**src/rtl/trig_fire_ctrl_if.sv**
```systemverilog
// Bundle of trigger inputs and fire/status outputs for trig_fire_ctrl.
// The master modport drives the trigger inputs; the slave modport belongs to the controller.
interface trig_fire_if #(
  parameter int NCH = 16
);
  logic [NCH-1:0] tin_active;
  logic [NCH-1:0] coinc_mask;
  logic [31:0]    randnum;
  logic [31:0]    prescale;
  logic           dorolling;
  logic [4:0]     roll_bit;
  logic           sw_trig;
  logic           readout_busy;
  logic           ext_trig_out;
  logic [1:0]     trig_src;
  logic [31:0]    fire_count;
  logic [31:0]    reject_count;
  logic [1:0]     state_dbg;

  modport master (
    output tin_active, coinc_mask, randnum, prescale, dorolling, roll_bit,
           sw_trig, readout_busy,
    input  ext_trig_out, trig_src, fire_count, reject_count, state_dbg
  );

  modport slave (
    input  tin_active, coinc_mask, randnum, prescale, dorolling, roll_bit,
           sw_trig, readout_busy,
    output ext_trig_out, trig_src, fire_count, reject_count, state_dbg
  );
endinterface

```
**src/rtl/trig_fire_ctrl.sv**
```systemverilog
// Trigger fire controller: arbitrates coincidence, software and rolling triggers,
// issues a fixed-width external pulse, then enforces deadtime and readout-busy hold.
module trig_fire_ctrl #(
  parameter int NCH        = 16,
  parameter int FIRE_TICKS = 4,
  parameter int DEAD_TICKS = 20
) (
  input  logic         clk_adc,
  input  logic         nrst,
  trig_fire_if.slave   bus
);

  localparam logic [1:0]  S_IDLE    = 2'd0;
  localparam logic [1:0]  S_FIRE    = 2'd1;
  localparam logic [1:0]  S_DEAD    = 2'd2;
  localparam logic [1:0]  S_HOLD    = 2'd3;
  localparam logic [1:0]  SRC_COINC = 2'd1;
  localparam logic [1:0]  SRC_SW    = 2'd2;
  localparam logic [1:0]  SRC_ROLL  = 2'd3;
  localparam logic [31:0] FIRE_LAST = 32'(FIRE_TICKS - 1);
  localparam logic [31:0] DEAD_LAST = 32'(DEAD_TICKS - 1);
  localparam logic [31:0] CNT_MAX   = 32'hFFFF_FFFF;

  function automatic logic [31:0] sat_inc(input logic [31:0] v);
    return (v == CNT_MAX) ? v : v + 32'd1;
  endfunction

  logic [1:0]  state_q, state_d;
  logic [31:0] tick_q, tick_d;
  logic [1:0]  src_q, src_d;
  logic [31:0] fire_cnt_q, fire_cnt_d;
  logic [31:0] rej_cnt_q, rej_cnt_d;
  logic [31:0] roll_q, roll_d;
  logic        sw_pend_q, sw_pend_d;
  logic        roll_pend_q, roll_pend_d;
  logic        ext_q, ext_d;
  logic        coinc_s, pass_s, roll_hit_s, fire_s, sw_fire_s;

  assign coinc_s    = (bus.coinc_mask != {NCH{1'b0}}) &&
                      ((bus.tin_active & bus.coinc_mask) == bus.coinc_mask);
  assign pass_s     = (bus.randnum <= bus.prescale);
  assign roll_hit_s = roll_q[bus.roll_bit];

  // A tick counter times both the pulse and the deadtime; a rejected coincidence skips FIRE.
  always_comb begin
    state_d    = state_q;
    tick_d     = tick_q;
    src_d      = src_q;
    fire_cnt_d = fire_cnt_q;
    rej_cnt_d  = rej_cnt_q;
    fire_s     = 1'b0;
    sw_fire_s  = 1'b0;
    case (state_q)
      S_IDLE: begin
        if (coinc_s) begin
          if (pass_s && !bus.readout_busy) begin
            fire_s = 1'b1;
            src_d  = SRC_COINC;
          end else begin
            state_d   = S_DEAD;
            tick_d    = DEAD_LAST;
            rej_cnt_d = sat_inc(rej_cnt_q);
          end
        end else if (sw_pend_q && !bus.readout_busy) begin
          fire_s    = 1'b1;
          sw_fire_s = 1'b1;
          src_d     = SRC_SW;
        end else if (roll_pend_q && !bus.readout_busy) begin
          fire_s = 1'b1;
          src_d  = SRC_ROLL;
        end else begin
          state_d = S_IDLE;
        end
      end
      S_FIRE: begin
        if (tick_q == 32'd0) begin
          state_d = S_DEAD;
          tick_d  = DEAD_LAST;
        end else begin
          tick_d = tick_q - 32'd1;
        end
      end
      S_DEAD: begin
        if (tick_q == 32'd0) begin
          state_d = bus.readout_busy ? S_HOLD : S_IDLE;
        end else begin
          tick_d = tick_q - 32'd1;
        end
      end
      S_HOLD: begin
        if (!bus.readout_busy) begin
          state_d = S_IDLE;
        end else begin
          state_d = S_HOLD;
        end
      end
      default: begin
        state_d = S_IDLE;
        tick_d  = 32'd0;
      end
    endcase
    if (fire_s) begin
      state_d    = S_FIRE;
      tick_d     = FIRE_LAST;
      fire_cnt_d = sat_inc(fire_cnt_q);
    end else begin
      fire_cnt_d = fire_cnt_q;
    end
  end

  // Pending requests and the free-running rolling period counter.
  always_comb begin
    sw_pend_d = bus.sw_trig | (sw_pend_q & ~sw_fire_s);
    if (fire_s) begin
      roll_d      = 32'd0;
      roll_pend_d = 1'b0;
    end else if (roll_hit_s) begin
      roll_d      = 32'd0;
      roll_pend_d = roll_pend_q | bus.dorolling;
    end else begin
      roll_d      = roll_q + 32'd1;
      roll_pend_d = roll_pend_q;
    end
    if (!bus.dorolling) begin
      roll_pend_d = 1'b0;
    end else begin
      roll_pend_d = roll_pend_d;
    end
    ext_d = (state_d == S_FIRE);
  end

  // State and output registers; reset abandons any pulse in flight.
  always_ff @(posedge clk_adc) begin
    if (!nrst) begin
      state_q     <= S_IDLE;
      tick_q      <= 32'd0;
      src_q       <= 2'd0;
      fire_cnt_q  <= 32'd0;
      rej_cnt_q   <= 32'd0;
      roll_q      <= 32'd0;
      sw_pend_q   <= 1'b0;
      roll_pend_q <= 1'b0;
      ext_q       <= 1'b0;
    end else begin
      state_q     <= state_d;
      tick_q      <= tick_d;
      src_q       <= src_d;
      fire_cnt_q  <= fire_cnt_d;
      rej_cnt_q   <= rej_cnt_d;
      roll_q      <= roll_d;
      sw_pend_q   <= sw_pend_d;
      roll_pend_q <= roll_pend_d;
      ext_q       <= ext_d;
    end
  end

  assign bus.ext_trig_out = ext_q;
  assign bus.trig_src     = src_q;
  assign bus.fire_count   = fire_cnt_q;
  assign bus.reject_count = rej_cnt_q;
  assign bus.state_dbg    = state_q;

endmodule

```
**src/flat_wrapper.sv**
```systemverilog
// flat-port wrapper written by rule: the top's interface ports become plain ports
module trig_fire_ctrl_flat 
#(
  parameter int NCH        = 16,
  parameter int FIRE_TICKS = 4,
  parameter int DEAD_TICKS = 20
)
  (clk_adc, nrst, bus_tin_active, bus_coinc_mask, bus_randnum, bus_prescale, bus_dorolling, bus_roll_bit, bus_sw_trig, bus_readout_busy, bus_ext_trig_out, bus_trig_src, bus_fire_count, bus_reject_count, bus_state_dbg);
  trig_fire_if #(.NCH(NCH)) bus_i ();
  input  logic clk_adc;
  input  logic nrst;
  input wire logic [$bits(bus_i.tin_active)-1:0] bus_tin_active;
  input wire logic [$bits(bus_i.coinc_mask)-1:0] bus_coinc_mask;
  input wire logic [$bits(bus_i.randnum)-1:0] bus_randnum;
  input wire logic [$bits(bus_i.prescale)-1:0] bus_prescale;
  input wire logic [$bits(bus_i.dorolling)-1:0] bus_dorolling;
  input wire logic [$bits(bus_i.roll_bit)-1:0] bus_roll_bit;
  input wire logic [$bits(bus_i.sw_trig)-1:0] bus_sw_trig;
  input wire logic [$bits(bus_i.readout_busy)-1:0] bus_readout_busy;
  output wire logic [$bits(bus_i.ext_trig_out)-1:0] bus_ext_trig_out;
  output wire logic [$bits(bus_i.trig_src)-1:0] bus_trig_src;
  output wire logic [$bits(bus_i.fire_count)-1:0] bus_fire_count;
  output wire logic [$bits(bus_i.reject_count)-1:0] bus_reject_count;
  output wire logic [$bits(bus_i.state_dbg)-1:0] bus_state_dbg;
  assign bus_i.tin_active = bus_tin_active;
  assign bus_i.coinc_mask = bus_coinc_mask;
  assign bus_i.randnum = bus_randnum;
  assign bus_i.prescale = bus_prescale;
  assign bus_i.dorolling = bus_dorolling;
  assign bus_i.roll_bit = bus_roll_bit;
  assign bus_i.sw_trig = bus_sw_trig;
  assign bus_i.readout_busy = bus_readout_busy;
  assign bus_ext_trig_out = bus_i.ext_trig_out;
  assign bus_trig_src = bus_i.trig_src;
  assign bus_fire_count = bus_i.fire_count;
  assign bus_reject_count = bus_i.reject_count;
  assign bus_state_dbg = bus_i.state_dbg;
  trig_fire_ctrl #(.NCH(NCH), .FIRE_TICKS(FIRE_TICKS), .DEAD_TICKS(DEAD_TICKS)) u_core (.clk_adc(clk_adc), .nrst(nrst), .bus(bus_i));
endmodule
```
**config.mk**
```make
export PLATFORM = sky130hd
export DESIGN_NAME = trig_fire_ctrl_flat
export DESIGN_NICKNAME = d
export VERILOG_FILES = /design/src/rtl/trig_fire_ctrl_if.sv /design/src/rtl/trig_fire_ctrl.sv /design/src/flat_wrapper.sv
export SDC_FILE = /design/constraint.sdc
export NUM_CORES = 1
export LEC_CHECK = 0
export BUFFER_PORTS_ARGS = -buffer_cell sky130_fd_sc_hd__buf_2
export CORE_ASPECT_RATIO = 1.4
export CORE_MARGIN = 4
export CORE_UTILIZATION = 50
export CTS_CLUSTER_DIAMETER = 100
export DETAILED_ROUTE_END_ITERATION = 10
export PLACE_DENSITY_LB_ADDON = 0.15
export SYNTH_ARGS = -nofsm -noshare
export SYNTH_HDL_FRONTEND = slang
export SYNTH_SLANG_ARGS = --single-unit
```
**constraint.sdc**
```tcl
create_clock -name clk_adc -period 5.7 [get_ports clk_adc]
set_clock_uncertainty 0.15 [all_clocks]
set_input_delay 1.14 -clock clk_adc [delete_from_list [all_inputs] [get_ports clk_adc]]
set_output_delay 1.14 -clock clk_adc [all_outputs]
set_load 0.02 [all_outputs]
```
# Yosys cells after proc, flatten, opt, wreduce, memory -nomap -nowiden
# Cells that the tools add are included.
# op_classes
eq_ne	14
n_addsub	4
muxes	29
n_lt_le_gt_ge	2
bitwise	10
n_reduce_logical	19
# op_table
cell	count
$mux W32	4
$add A32 B1 Y32 const B	3
$pmux W32 S3	1
$eq A32 B32 Y1 const B	2
$le A32 B32 Y1	1
$logic_not A32 Y1	1
$sub A32 B1 Y32 const B	1
$mux W2	13
$and A16 B16 Y16	1
$eq A16 B16 Y1	1
$reduce_bool A16 Y1	1
$reduce_and A4 Y1	3
$mux W1	9
$pmux W2 S4	1
$lt A5 B6 Y1 const B	1
$ne A2 B2 Y1 const B	3
$ne A3 B2 Y1 const B	2
$not A1 Y1	6
$reduce_bool A3 Y1	2
$reduce_or A3 Y1	2
$bmux W1 S5	1
$eq A2 B1 Y1 const B	2
$eq A2 B2 Y1 const B	2
$logic_and A1 B1 Y1	4
10 further kinds	11
# word_totals
output_inout_bits	69
elab_cells	88
ff_bits	135

# Depth between registers and ports, before layout
# Gate-level depths: netlist of the first run.
# depth
ltp_word	8
mapped_depth	12

# Worst setup path after synthesis of the first run
# No wires, ideal clock.
# synth_path
path_kind	input port to flip-flop
start	input port bus_prescale[1]
end	register u_core.fire_cnt_q[23], in the netlist u_core.bus.fire_count[23]
required_ns	5.480
path_slack_ns	1.864
cell_stages	11
t_arrival_ns	3.615
path_buffers	1
cell_sequence	inv_1 -> ha_1 -> nor2b_1 -> o211ai_1 -> a2111oi_0 -> or4b_1 -> o211ai_2 -> nand3_1 -> clkbuf_1 -> or4_1 -> a21oi_1
# synth_via
elab_chain_len	6
# synth_rtl
item	line	text
from (decl)	flat_wrapper.sv:15	input wire logic [$bits(bus_i.prescale)-1:0] bus_prescale;
$le A32 B32 Y1	trig_fire_ctrl.sv:41	assign pass_s = (bus.randnum <= bus.prescale);
$logic_and A1 B1 Y1	trig_fire_ctrl.sv:56	if (pass_s && !bus.readout_busy) begin
$mux W1	trig_fire_ctrl.sv:56	
$mux W1	trig_fire_ctrl.sv:55	if (coinc_s) begin
$mux W1	trig_fire_ctrl.sv:53	case (state_q)
$reduce_and A2 Y1 (no source line)	-	
to (signal assigned)	trig_fire_ctrl.sv:148	fire_cnt_q <= fire_cnt_d;
to (decl)	trig_fire_ctrl.sv:31	logic [31:0] fire_cnt_q, fire_cnt_d;
# Every way passes these cells.
# A chain may end at the register's enable or synchronous reset.

# Final worst setup path of the first run
# layout_path
start	input port bus_prescale[29]
end	register u_core.tick_q[20]
# layout_via
elab_chain_len	6
elab_cells_between_ends	8
# layout_rtl
item	line	text
$le A32 B32 Y1 *	trig_fire_ctrl.sv:41	
$logic_and A1 B1 Y1 *	trig_fire_ctrl.sv:56	
$mux W1	trig_fire_ctrl.sv:56	
$mux W1	trig_fire_ctrl.sv:55	
$mux W1	trig_fire_ctrl.sv:53	
$reduce_or A2 Y1 (no source line)	-	
to (signal assigned)	trig_fire_ctrl.sv:146	tick_q <= tick_d;
to (decl)	trig_fire_ctrl.sv:29	logic [31:0] tick_q, tick_d;
# Every way passes the cells marked *; elsewhere a longest branch is shown, timed or not.

==> summary.txt, run 1 <==
status -> completed
worst hold path type -> reg2reg
Resized cells post-CTS -> 0
GPL Wtd Cong -> 0.885
post-synthesis net count -> 1097
Post-Syn Instances -> 948
max frequency -> 241 MHz
largest area contributor in the netlist -> dfxtp_1
share of layout cells above drive strength 1 -> 20.9%
root buffer cell -> clkbuf_16
area share of the largest cell type after synthesis -> 34.6%
antenna violations before repair -> 0
# hold bufs at CTS -> 0
Total GRT Usage -> 23.0%
vias in the first global route -> 7198
GRT met1 Usage -> 26.9%
Async SR Flop Fraction -> 0%
core box area -> 15200 um^2
DRT antenna net count -> 0
sequential area share after synthesis -> 34.6%
First DRT Iteration DRCs -> 462
kind of critical path -> in2reg
IO Count -> 175
Die ar. -> 17700 um^2
reg-to-reg critical path startpoint -> u_core.tick_q[8]$_SDFFE_PP0P_
worst skew pair latency -> 420 ps
Critical Path Fanout Max -> 18
Starting Density -> 51.4%
drt pass-1 iters -> 4
post-CTS setup buffer count -> 0
# clock sinks -> 135
CTS tree -> built
# DRC -> 0
Area Overhead vs Synth -> 20.0%
clock buffer depth -> 2
met2 Usage GRT -> 41.1%
Static Leakage -> 0.00381 uW
RSZ-0062 raised after global routing -> false
via count -> 7603
Crit. Startpoint -> bus_prescale[29]
layout net count -> 1260
EDFF count, synth -> 0
mean area per synthesized cell -> 8.24 um^2
drt wl/cell -> 15.4 um
setup_tns -> 0 ps
Overflow after GRT -> 0
Die Height -> 156 um
Worst slew margin -> 36.4%
fill count -> 1400
yosys warns -> 0
die width -> 114 um
crit start category -> input port
peak supply drop -> 0.173 mV
H-tree depth -> 4
Port Buf Inserts -> 174
Max-Cap Viols -> 0
Slew @ Worst Pin -> 951 ps
ANT cells -> 0
post-DP HPWL -> 15.4 mm
Pins Over Slew Limit -> 0
total power per unit cell area -> 281 nW/um^2
Reg clk slew, reported paths -> 60 ps
first-pass GRT wire length -> 33.7 mm
Setup crit end -> u_core.tick_q[20]$_SDFFE_PP0P_
grt peak-use layer -> met2
Synth Register Bits -> 135
via/cell ratio -> 5.78
largest net degree at the start of global routing -> 62
global routing met3 resource utilization -> 4.58%
Total Wirelength -> 20.3 mm
hold slack final -> 310 ps
row count -> 53
fin crit share -> 72.9%
dominant synthesized flop cell -> dfxtp_1
Synth Cell Area -> 7810 um^2
Period minus WS final -> 4150 ps
CTS buffer count -> 17
synth top area cells -> dfxtp_1 (35%), ha_1 (6.9%), a21oi_1 (6.5%)
Req. time, crit path -> 5900 ps
final hold vios -> 0
# setup viols final -> 0
CP Data Arrival Time -> 4350 ps
Worst setup EP type -> flip-flop
worst reg2reg path depth -> 8
Worst R2R End -> u_core.tick_q[17]$_SDFFE_PP0P_
flop2flop setup slack -> 2370 ps
synth unique cells -> 66
[per-stage QoR]
| stage | std cells | power (uW) | cell area [um^2] | util (%) | setup slack, ps |
|---|---|---|---|---|---|
| 6_report | 1315 | 2630 | 9370 | 61.7 | 1550 |
| 4_1_cts | 1315 | 2650 | 9370 | 61.7 | 1590 |
| 2_1_floorplan | 948 | 1470 | 7810 | - | 1860 |
| 3_5_place_dp | 1284 | 1620 | 8820 | 58.1 | 1150 |
| 5_1_grt | 1315 | 2770 | 9370 | 61.7 | 1200 |
| 3_3_place_gp | 1284 | 1610 | 8820 | 58.1 | 1210 |
[placed cells by master, fill, tap and decap left out, drive strengths merged, types with 4 or more instances in the layout]
master,netlist,routed
buf,10,181
dfxtp,135,135
a21oi,102,102
nor2,73,73
nand2,60,60
inv,56,56
nand3,49,49
o21ai,48,48
or3,47,47
ha,43,43
or4,39,39
o31ai,36,36
nand4,30,30
clkbuf,27,23
xor2,22,22
nand2b,19,19
and3,16,16
xnor2,16,16
nor4,15,15
mux4,10,10
o41ai,9,9
and4,8,8
nor3,7,7
o21a,7,7
and2,6,6
a211oi,5,5
nor2b,5,5
o211ai,5,5
clkinv,0,5
o2111ai,4,4
[worst max-delay path, stage by stage]
cell	delay, ps
buf_2	80
inv_1	30
ha_1	310
nand4_1	180
nor4_1	390
a211oi_1	80
a21oi_1	270
o211ai_2	420
a2111oi_1	800
or3b_2	500
a21oi_1	150
[area by class of cell]
type / count / area, um^2 / area share, %
multi-input combinational: 720 / 4740 / 50.6
sequential: 135 / 2700 / 28.8
timing repair buffer: 181 / 923 / 9.85
clock buffer: 23 / 478 / 5.10
tap: 192 / 240 / 2.56
inverter: 56 / 210 / 2.24
clock inverter: 8 / 73.8 / 0.788
[flip-flops by register name, summed over array words and instances (netlist names)]
register,count
u_core.bus.reject_count,32
u_core.sw_pend_q,1
u_core.bus.fire_count,32
u_core.roll_q,32
u_core.bus.ext_trig_out,1
u_core.bus.state_dbg,2
u_core.roll_pend_q,1
u_core.bus.trig_src,2
u_core.tick_q,32
[how the worst min path moves through the flow]
| stage | start | end | slack [ps] | depth (start not counted) |
|---|---|---|---|---|
| global placement | u_core.roll_q[31]$_SDFF_PP0_ | u_core.roll_q[31]$_SDFF_PP0_ | 290 | 2 |
| CTS | u_core.roll_q[0]$_SDFF_PP0_ | u_core.roll_q[0]$_SDFF_PP0_ | 320 | 1 |
| detailed placement | u_core.roll_q[0]$_SDFF_PP0_ | u_core.roll_q[0]$_SDFF_PP0_ | 300 | 1 |
| finish | u_core.roll_q[0]$_SDFF_PP0_ | u_core.roll_q[0]$_SDFF_PP0_ | 310 | 1 |
| floorplan | u_core.roll_q[0]$_SDFF_PP0_ | u_core.roll_q[0]$_SDFF_PP0_ | 280 | 1 |
| global route | u_core.roll_q[0]$_SDFF_PP0_ | u_core.roll_q[0]$_SDFF_PP0_ | 330 | 1 |
[synth_stat cells (3+ instances only)]
cell type  number
nand3_1        49
o211ai_1        4
nand2b_1       19
dfxtp_1       135
nand4_1        30
o21ai_0        45
nor4_1         13
o31ai_1        36
xor2_1         22
o21a_1          7
buf_2           7
o41ai_1         9
nor3_1          7
a21oi_1       101
mux4_2         10
a211oi_1        5
ha_1           43
and4_1          8
or3_1          46
or4_1          39
xnor2_1        16
inv_1          55
and2_1          6
nor2_1         73
nand4b_1        3
clkbuf_1       27
nand2_1        60
o2111ai_1       4
and3_1         16
a21o_1          3
nor2b_1         5
[layer usage]
layer	part of all wire, %	wire length [um]	up-vias
li1	-	-	3869
met1	42	8560	3540
met2	51	10400	160
met3	4.5	916	34
met4	2.1	425	0
met5	0	0	-
[power breakdown]
part / leakage [uW] / total (uW) / internal [uW] / switching, uW
Combinational: 0.00245 / 580 / 224 / 356
Sequential: 0.00109 / 1020 / 984 / 37.4
Clock: 0.000269 / 1030 / 629 / 399
[cell families (layout without fill, tap and decap cells)]
| kind of cell | count (synthesis) | count (layout) | share of synthesized area (%) |
|---|---|---|---|
| and+or+nand+nor | 386 | 386 | 27.3 |
| adders and majority gates | 43 | 43 | 6.89 |
| buffers and inverters | 93 | 268 | 4.68 |
| xor gates and xnor gates | 38 | 38 | 4.26 |
| AOI/OAI and AO/OA | 240 | 240 | 18.9 |
| muxes | 13 | 13 | 3.29 |
| DFF | 135 | 135 | 34.6 |
Power figures use the tool's default switching activity.
==> run 2: changes to the inputs <==
==> constraint.sdc (replaced) <==
create_clock -name clk_adc -period 3.8 [get_ports clk_adc]
set_clock_uncertainty 0.15 [all_clocks]
set_input_delay 0.76 -clock clk_adc [delete_from_list [all_inputs] [get_ports clk_adc]]
set_output_delay 0.76 -clock clk_adc [all_outputs]
set_load 0.02 [all_outputs]
==> run 2 against run 1 <==
Design area up 2.1%; worst setup slack worse by 1200 ps; clock power is 64% higher; via count rose by 1.8%.
==> summary.txt, run 2 (synthesis gave the netlist of run 1 again) <==
status -> completed
Total Wirelength -> 20.5 mm
most frequent cells in the layout -> buf_2 (174), dfxtp_1 (135), a21oi_1 (101), nor2_1 (73), nand2_1 (60)
CTS tree -> built
drt pass-1 iters -> 5
CTS buffer count -> 17
Period minus WS final -> 3460 ps
GPL Wtd Cong -> 0.880
Resized cells post-CTS -> 0
post-CTS setup buffer count -> 0
Crit. Startpoint -> bus_prescale[29]
hold path depth -> 2
Die Height -> 156 um
overall power -> 4120 uW
Multi-input gate area -> 4740 um^2
first-pass GRT wire length -> 34.3 mm
largest net degree at the start of global routing -> 61
vias in the first global route -> 7388
Overflow after GRT -> 0
Worst slew margin -> 38.5%
Die ar. -> 17700 um^2
fin crit share -> 91.0%
reg-to-reg critical path startpoint -> u_core.tick_q[8]$_SDFFE_PP0P_
antenna violations before repair -> 0
Worst setup EP type -> flip-flop
crit start category -> input port
kind of critical path -> in2reg
peak supply drop -> 0.309 mV
storage element area -> 2700 um^2
# setup viols final -> 0
First DRT Iteration DRCs -> 485
IO Count -> 175
root buffer cell -> clkbuf_16
Area Overhead vs Synth -> 22.5%
CP Data Arrival Time -> 3650 ps
# DRC -> 0
drt wl/cell -> 15.4 um
DRT antenna net count -> 0
Req. time, crit path -> 4000 ps
Pins Over Slew Limit -> 0
max frequency -> 289 MHz
most common cell after layout, fill and taps aside -> buf_2
final hold vios -> 0
total power per unit cell area -> 431 nW/um^2
H-tree depth -> 4
Starting Density -> 51.4%
Static Leakage -> 0.00391 uW
layout net count -> 1273
# hold bufs at CTS -> 0
ANT cells -> 0
via count -> 7742
post-DP HPWL -> 15.4 mm
Port Buf Inserts -> 174
share of layout cells above drive strength 1 -> 21.8%
Total GRT Usage -> 23.4%
min-delay src -> u_core.tick_q[13]$_SDFFE_PP0P_
Reg clk slew, reported paths -> 60 ps
row count -> 53
worst reg2reg path depth -> 7
die width -> 114 um
worst hold path type -> reg2reg
Slew @ Worst Pin -> 920 ps
clock buffer depth -> 2
worst skew pair latency -> 420 ps
Critical Path Fanout Max -> 17
via/cell ratio -> 5.83
RSZ-0062 raised after global routing -> false
fill count -> 1373
flop2flop setup slack -> 620 ps
core box area -> 15200 um^2
Worst R2R End -> u_core.tick_q[1]$_SDFFE_PN0P_
hold endpoint -> u_core.tick_q[13]$_SDFFE_PP0P_
Max-Cap Viols -> 0
# clock sinks -> 135
Util after Layout -> 63.0%
run 2: changes by cell type in the layout (fill, tap and decap cells not counted), sizes merged:
cell / before / now
bufinv: 1 / 3
buf: 181 / 194
inv: 56 / 57
clkinv: 5 / 1
run 2: critical path: stages:
cell and delay, ps:
buf_2 70, inv_1 30, ha_1 310, nand4_1 210, nor4_1 400, a211oi_1 80, a21oi_1 240, o211ai_2 240
buf_4 200, a211o_1 420, buf_4 240, or3_1 310, a21oi_1 140
run 2: final cells by class:
cell class | instances | share of cell area [%]
Tap cell | 192 | 2.51
Sequential cell | 135 | 28.3
Multi-Input combinational cell | 720 | 49.6
Inverter | 56 | 2.20
Timing Repair Buffer | 194 | 11.2
Clock inverter | 7 | 1.24
Clock buffer | 23 | 5.00
run 2: stage by stage:
step | instances | cell area [um^2] | hold WS, ps | setup slack, ps | setup TNS, ps
final | 1327 | 9560 | 310 | 342 | 0
after global routing | 1327 | 9560 | 339 | 63.0 | 0
after CTS | 1327 | 9560 | 310 | 398 | 0
after detailed placement | 1297 | 8970 | 302 | -43.2 | -151
after global placement | 1297 | 8970 | 289 | -25.0 | -48.2
after floorplan | 948 | 7810 | 277 | 344 | 0
run 2: power by group:
group          leakage, uW  internal [uW]  switching, uW
sequential         0.00109           1480           57.4
combinational      0.00253            363            541
clock             0.000286           1080            608
run 2: worst max-delay path by stage:
stage / end / cells past startpoint
3_3_place_gp: u_core.tick_q[20]$_SDFFE_PP0P_ / 13
4_1_cts: u_core.tick_q[20]$_SDFFE_PP0P_ / 13
2_1_floorplan: u_core.bus.fire_count[23]$_SDFFE_PN0P_ / 11
6_report: u_core.bus.reject_count[7]$_SDFFE_PN0P_ / 13
5_1_grt: u_core.tick_q[22]$_SDFFE_PP0P_ / 13
3_5_place_dp: u_core.tick_q[20]$_SDFFE_PP0P_ / 13
run 2: per-layer routing:
| metal | global-route usage (%) | vias up | wire length (um) |
|---|---|---|---|
| met4 | 9.11 | 0 | 465 |
| li1 | - | 3884 | - |
| met5 | 0 | - | 0 |
| met3 | 4.81 | 36 | 923 |
| met2 | 41.1 | 178 | 10400 |
| met1 | 27.9 | 3644 | 8700 |
